File: config.mk
export PLATFORM = sky130hd
export DESIGN_NAME = fe_test_sequencer
export DESIGN_NICKNAME = d
export VERILOG_FILES = /design/src/rtl/fe_test_sequencer.sv
export SDC_FILE = /design/constraint.sdc
export NUM_CORES = 1
export LEC_CHECK = 0
export CAP_MARGIN = 20
export CORE_UTILIZATION = 35
export DETAILED_ROUTE_END_ITERATION = 8
export GPL_TIMING_DRIVEN = 0
export SYNTH_ARGS = -nofsm -noshare
export SYNTH_HDL_FRONTEND = slang
export SYNTH_SLANG_ARGS = --single-unit
File: constraint.sdc
create_clock -name i_clk -period 4.45 [get_ports i_clk]
set_input_delay 0.445 -clock i_clk [delete_from_list [all_inputs] [get_ports i_clk]]
set_output_delay 0.445 -clock i_clk [all_outputs]
set_load 0.02 [all_outputs]
File: src/rtl/fe_test_sequencer.sv
// fe_test_sequencer: steps the front-end test generator through its enabled test modes
//
// Optional feature: define FE_SEQ_LOOP_EN to repeat the enabled modes until abort
// instead of finishing with a single pass and a done pulse.
//
// Ports:
//   i_clk, i_reset        mclk and synchronous active-high reset
//   i_start, i_abort      one-clk CPU pulses; abort wins over start
//   i_rate_sel            sample rate select, latched on start
//   i_dwell_samples       sample periods per mode (0 acts as 1), latched on start
//   i_mode_mask           bit i enables mode i+1, latched on start
//   i_tri_inc             triangle slope for mode 3, latched on start
//   o_fe_run              generator run enable
//   o_fe_select           generator data_out_select
//   o_fe_tri_inc          generator triangle_inc_reg
//   o_smp_strobe          one pulse per sample period while running
//   o_busy, o_done        CPU status
//   o_cur_mode            mode being driven, 0 when idle or in a gap
module fe_test_sequencer #(
    parameter int DWELL_W = 16,
    parameter int DIV_W   = 11
) (
    input  logic               i_clk,
    input  logic               i_reset,
    input  logic               i_start,
    input  logic               i_abort,
    input  logic [2:0]         i_rate_sel,
    input  logic [DWELL_W-1:0] i_dwell_samples,
    input  logic [3:0]         i_mode_mask,
    input  logic [7:0]         i_tri_inc,
    output logic               o_fe_run,
    output logic [2:0]         o_fe_select,
    output logic [7:0]         o_fe_tri_inc,
    output logic               o_smp_strobe,
    output logic               o_busy,
    output logic               o_done,
    output logic [2:0]         o_cur_mode
);
`ifdef FE_SEQ_LOOP_EN
    localparam bit LP_LOOP = 1'b1;
`else
    localparam bit LP_LOOP = 1'b0;
`endif

    typedef enum logic [1:0] {S_IDLE, S_GAP, S_RUN, S_DONE} state_t;

    state_t             r_state;
    logic [DIV_W-1:0]   r_div_term;
    logic [DIV_W-1:0]   r_div;
    logic [DWELL_W-1:0] r_dwell_last;
    logic [DWELL_W-1:0] r_dwell;
    logic [3:0]         r_mask;
    logic [7:0]         r_tri;
    logic [2:0]         r_mode;
    logic               r_gap;

    logic [DIV_W-1:0]   w_term;
    logic [2:0]         w_first;
    logic [2:0]         w_next;
    logic [2:0]         w_wrap;
    logic               w_last;

    // lowest enabled mode strictly above 'after', 0 if none
    function automatic logic [2:0] f_next(input logic [3:0] m, input logic [2:0] after);
        logic [2:0] r;
        r = 3'd0;
        for (int k = 0; k < 4; k++)
            if (m[k] && 3'(k + 1) > after && r == 3'd0)
                r = 3'(k + 1);
        return r;
    endfunction

    always_comb begin
        w_term  = (i_rate_sel == 3'd0) ? DIV_W'(255)  :
                  (i_rate_sel == 3'd1) ? DIV_W'(511)  :
                  (i_rate_sel == 3'd3) ? DIV_W'(1114) :
                  (i_rate_sel == 3'd4) ? DIV_W'(556)  : DIV_W'(1023);
        w_first = f_next(i_mode_mask, 3'd0);
        w_next  = f_next(r_mask, r_mode);
        w_wrap  = f_next(r_mask, 3'd0);
        // the strobe is visible for one cycle; the step ends on the one that completes the dwell
        w_last  = o_smp_strobe && (r_dwell == r_dwell_last);
    end

    always_ff @(posedge i_clk) begin
        if (i_reset || i_abort) begin
            r_state      <= S_IDLE;
            r_div_term   <= '0;
            r_div        <= '0;
            r_dwell_last <= '0;
            r_dwell      <= '0;
            r_mask       <= '0;
            r_tri        <= '0;
            r_mode       <= '0;
            r_gap        <= 1'b0;
            o_fe_run     <= 1'b0;
            o_fe_select  <= '0;
            o_fe_tri_inc <= '0;
            o_smp_strobe <= 1'b0;
            o_busy       <= 1'b0;
            o_done       <= 1'b0;
            o_cur_mode   <= '0;
        end else begin
            case (r_state)
                S_IDLE: begin
                    o_done <= 1'b0;
                    if (i_start) begin
                        r_div_term   <= w_term;
                        r_dwell_last <= (i_dwell_samples == '0) ? '0 : i_dwell_samples - 1'b1;
                        r_mask       <= i_mode_mask;
                        r_tri        <= i_tri_inc;
                        r_mode       <= w_first;
                        r_gap        <= 1'b0;
                        r_div        <= '0;
                        r_dwell      <= '0;
                        o_busy       <= 1'b1;
                        r_state      <= (i_mode_mask != 4'd0) ? S_GAP : S_DONE;
                    end
                end
                S_GAP: begin
                    r_gap <= 1'b1;
                    if (r_gap) begin
                        r_state      <= S_RUN;
                        o_fe_run     <= 1'b1;
                        o_fe_select  <= r_mode;
                        o_cur_mode   <= r_mode;
                        o_fe_tri_inc <= (r_mode == 3'd3) ? r_tri : 8'd0;
                    end
                end
                S_RUN: begin
                    r_div        <= (r_div == r_div_term) ? '0 : r_div + 1'b1;
                    o_smp_strobe <= (r_div == r_div_term);
                    if (o_smp_strobe)
                        r_dwell <= r_dwell + 1'b1;
                    if (w_last) begin
                        o_fe_run     <= 1'b0;
                        o_fe_select  <= '0;
                        o_fe_tri_inc <= '0;
                        o_cur_mode   <= '0;
                        o_smp_strobe <= 1'b0;
                        r_div        <= '0;
                        r_dwell      <= '0;
                        r_gap        <= 1'b0;
                        if (w_next != 3'd0 || LP_LOOP) begin
                            r_mode  <= (w_next != 3'd0) ? w_next : w_wrap;
                            r_state <= S_GAP;
                        end else begin
                            r_state <= S_DONE;
                        end
                    end
                end
                S_DONE: begin
                    r_state <= S_IDLE;
                    o_done  <= 1'b1;
                    o_busy  <= 1'b0;
                end
                default: r_state <= S_IDLE;
            endcase
        end
    end
endmodule

==> results.md <==
- Final Hold Slack: 0.461 ns
- Port-buffer cells: 52
- Tcrit/Tclk final: 0.555
- Seq cells post-synth: 83
- Max H-tree Level: 3
- Ys Warns: 0
- Endpoints failing hold: 0
- Largest net degree at the start of global routing: 16
- Postcts setup bufs: 0
- CTS root buf: clkbuf_8
- Initial DRT Pass Iterations: 4
- ANT cells: 0
- Achievable Freq: 405 MHz
- Gpl congestion: 0.816
- Die Height: 108 microns
- RSZ-0062 raised after global routing: false
- Clock Sinks: 83
- Starting Density: 0.362
- Die extent in x: 108 microns
- IR Drop Worst-Case VDD: 0.152 mV
- Non-Filler Instances: 671
- # rows: 38
- Initial antenna violation count: 0
- Hold Crit Class: register to register
- Detailed Route WL: 9.15 mm
- Routed len/inst: 13.6 microns
- Critical-path cell list: clkbuf_1 > xnor2_1 > nand4_1 > nor3_1 > a21oi_1 > buf_2 > o21ai_2 > buf_4 > nor2_1
- Worst Tran Pin Value: 0.812 ns
- Clock Skew: 0.0123 ns
- PD cells: 308 nW/um^2
- Ratio of cells with drive above 1 in the final layout: 0.0603
- Max Cap Violations: 0
- Max-slew violations: 0
- Worst reg2reg path depth: 9
- Setup TNS: 0 ns
- # placed instances: 655
- Final setup viols: 0
- Sequential fraction of the synthesis area: 0.421
- # fillers: ~1,100
- R2R Setup Slk: 1.98 ns
- EDFF count, synth: 0
- Hold endpoint: r_tri[3]
- Min-Delay Path Depth: 2
- Worst slew margin: 0.444
- Wl on met1: between 4 and 5 mm
- Post-DP HPWL: between 6 and 7 mm
- Post-Syn Nets: 506
- Final worst path period need: 2.47 ns
- DR iter-0 viols: roughly 120
- Core area: 10,900 sq um
- Commonest non-fill, non-tap cell in the layout: dfxtp_1
- Status: complete, no violations
- Post-synth ARST share: 0
- Die area: 11,700 sq um
- CTS resizes: 0
- Most frequent cells in the layout: 83 x dfxtp_1, 72 x nor2_1, 52 x clkdlybuf4s50_1
- WP data required: 4.70 ns
- CTS clock-pin slew for the worst setup and hold paths: 0.09 ns
- Netlist cell types: 47
- Synthesized area per cell: 8.52 sq um
- CP Launch Type: register
- Number of global-route vias before repair: a little over 3,000
- Slowest cell delay on critical path: ~0.45 ns
- Tot GR Track Use: 0.165
- First-pass GRT wire length: 15.0 mm
- Inserted Clock Buffers: 9
- Vias per cell: 5.01
- Met3 routed WL: 407 microns
- Fin nets: roughly 570
- Gate Count Post-Synth: roughly 460
- Hold Startpoint: r_tri[3]
- Routed Antenna Nets: 0
- GRT overflow: 0
- RR Endpoint: r_dwell[11]
- Arrival time worst endpoint: 2.72 ns
- Area Growth Syn to Fin: 22.8%
- Hold_buf cts: 0
- Crit. End Element: register
- Clock Path Buffers: 2
- Crit-path slowest cell: nor3_1
- Worst R2R Start: r_dwell[2]
- Io pins: 53
- DRC viols: 0
- CP Class: register to register
- Critical-path maximum fanout: 10
- Top FF cell, synth: dfxtp_1
- Metal2 WL: 4.05 mm
- Worst skew pair latency: 0.36 ns
- CTS tree: built
- Max layer used: met4
- Via count: 3,361
- Synth Cell Area: 3950 sq um
- Leakage: 0.00178 uW
==> how the worst max path moves through the flow <==
stage | cells past startpoint | startpoint | end | slack [ns]
global placement | 7 | i_dwell_samples[9] | r_dwell_last[7] | 1.84
finish | 9 | r_dwell[2] | r_dwell[11] | 1.98
floorplan | 6 | i_dwell_samples[10] | r_dwell_last[11] | 2.37
CTS | 9 | r_dwell[2] | r_dwell[11] | 1.90
detailed placement | 7 | i_dwell_samples[10] | r_dwell_last[12] | 1.80
global route | 9 | r_dwell[2] | r_dwell[11] | 1.72
==> cells in the mapped netlist, types with 2 or more instances <==
cell       n  area share
o21ai_0    7      0.0089
or3_1      4      0.0063
buf_4      4      0.0076
xnor2_1   27       0.060
o41ai_1    2      0.0044
nand2_1   47       0.045
a22oi_1   16       0.030
nor2_1    72       0.069
a21oi_1   28       0.036
inv_1     12       0.011
and2_1     3      0.0048
nand4b_1   2      0.0044
or4_1      2      0.0038
and3_1     4      0.0063
or3_4      2      0.0057
or2_2      2      0.0032
nor3_1    14       0.018
o211ai_1   3      0.0057
mux2i_1    5       0.013
nor4_1     6      0.0095
buf_2      4      0.0051
a22o_1    12       0.027
xor2_1    28       0.062
ha_1       8       0.025
dfxtp_1   83        0.42
o31ai_1    5      0.0095
clkbuf_1  13       0.012
nor2b_1    6      0.0095
nand3_1   18       0.023
nand4_1    7       0.011
==> registers in the layout, summed over array words and instances, names as in the netlist <==
register / flops
r_dwell: 16
r_dwell_last: 16
r_mode: 3
r_div: 11
o_busy: 1
o_fe_tri_inc: 8
r_mask: 4
r_tri: 8
r_gap: 1
o_cur_mode: 3
o_fe_run: 1
r_div_term: 7
r_state: 2
o_smp_strobe: 1
o_done: 1
==> layout make-up <==
type | instances | area [sq um] | share of cell area
inverters | 12 | 45.0 | 0.00930
plain buffers | 23 | 114 | 0.0235
clock buffers | 9 | 124 | 0.0256
flip-flops and latches | 83 | 1660 | 0.343
clock inverters | 7 | 78.8 | 0.0163
multi-input cells | 345 | 2120 | 0.439
well taps | 140 | 175 | 0.0362
repair buffers | 52 | 520 | 0.107
==> per-stage QoR <==
stage	total power (uW)	utilization	area (sq um)	worst slack [ns]
2_1_floorplan	886	-	3950	2.37
3_3_place_gp	958	0.426	4640	1.84
3_5_place_dp	962	0.426	4640	1.80
4_1_cts	1510	0.445	4840	1.90
5_1_grt	1560	0.445	4840	1.72
6_report	1490	0.445	4840	1.98
==> logic make-up (layout without fill, tap and decap cells) <==
logic type / count (synthesis) / count (layout) / share of synthesized area
muxes: 5 / 5 / 0.0127
xor gates and xnor gates: 55 / 55 / 0.122
adders and majority gates: 8 / 8 / 0.0254
DFF: 83 / 83 / 0.421
AOI/OAI and AO/OA: 85 / 85 / 0.153
buffers and inverters: 35 / 103 / 0.0403
and+or+nand+nor: 192 / 192 / 0.226
==> critical path: cells and delay by family (launching register included) <==
family | cells | cell delay [ns]
buffers and inverters | 3 | 0.71
and+or+nand+nor | 3 | 0.62
AOI/OAI and AO/OA | 2 | 0.55
xor gates and xnor gates | 1 | 0.15
DFF | 1 | 0.32
==> routing by layer <==
| metal | up-vias | GRT usage |
|---|---|---|
| li1 | 1740 | - |
| met1 | 1535 | 0.221 |
| met2 | 73 | 0.263 |
| met3 | 13 | 0.0247 |
| met4 | 0 | 0.0695 |
| met5 | - | 0 |
==> power breakdown <==
part | switching [uW] | internal (uW)
sequential | 12.4 | 757
clock | 288 | 263
combinational | 97.6 | 76.2
total | 398 | 1100
(Power assumes the default switching activity.)
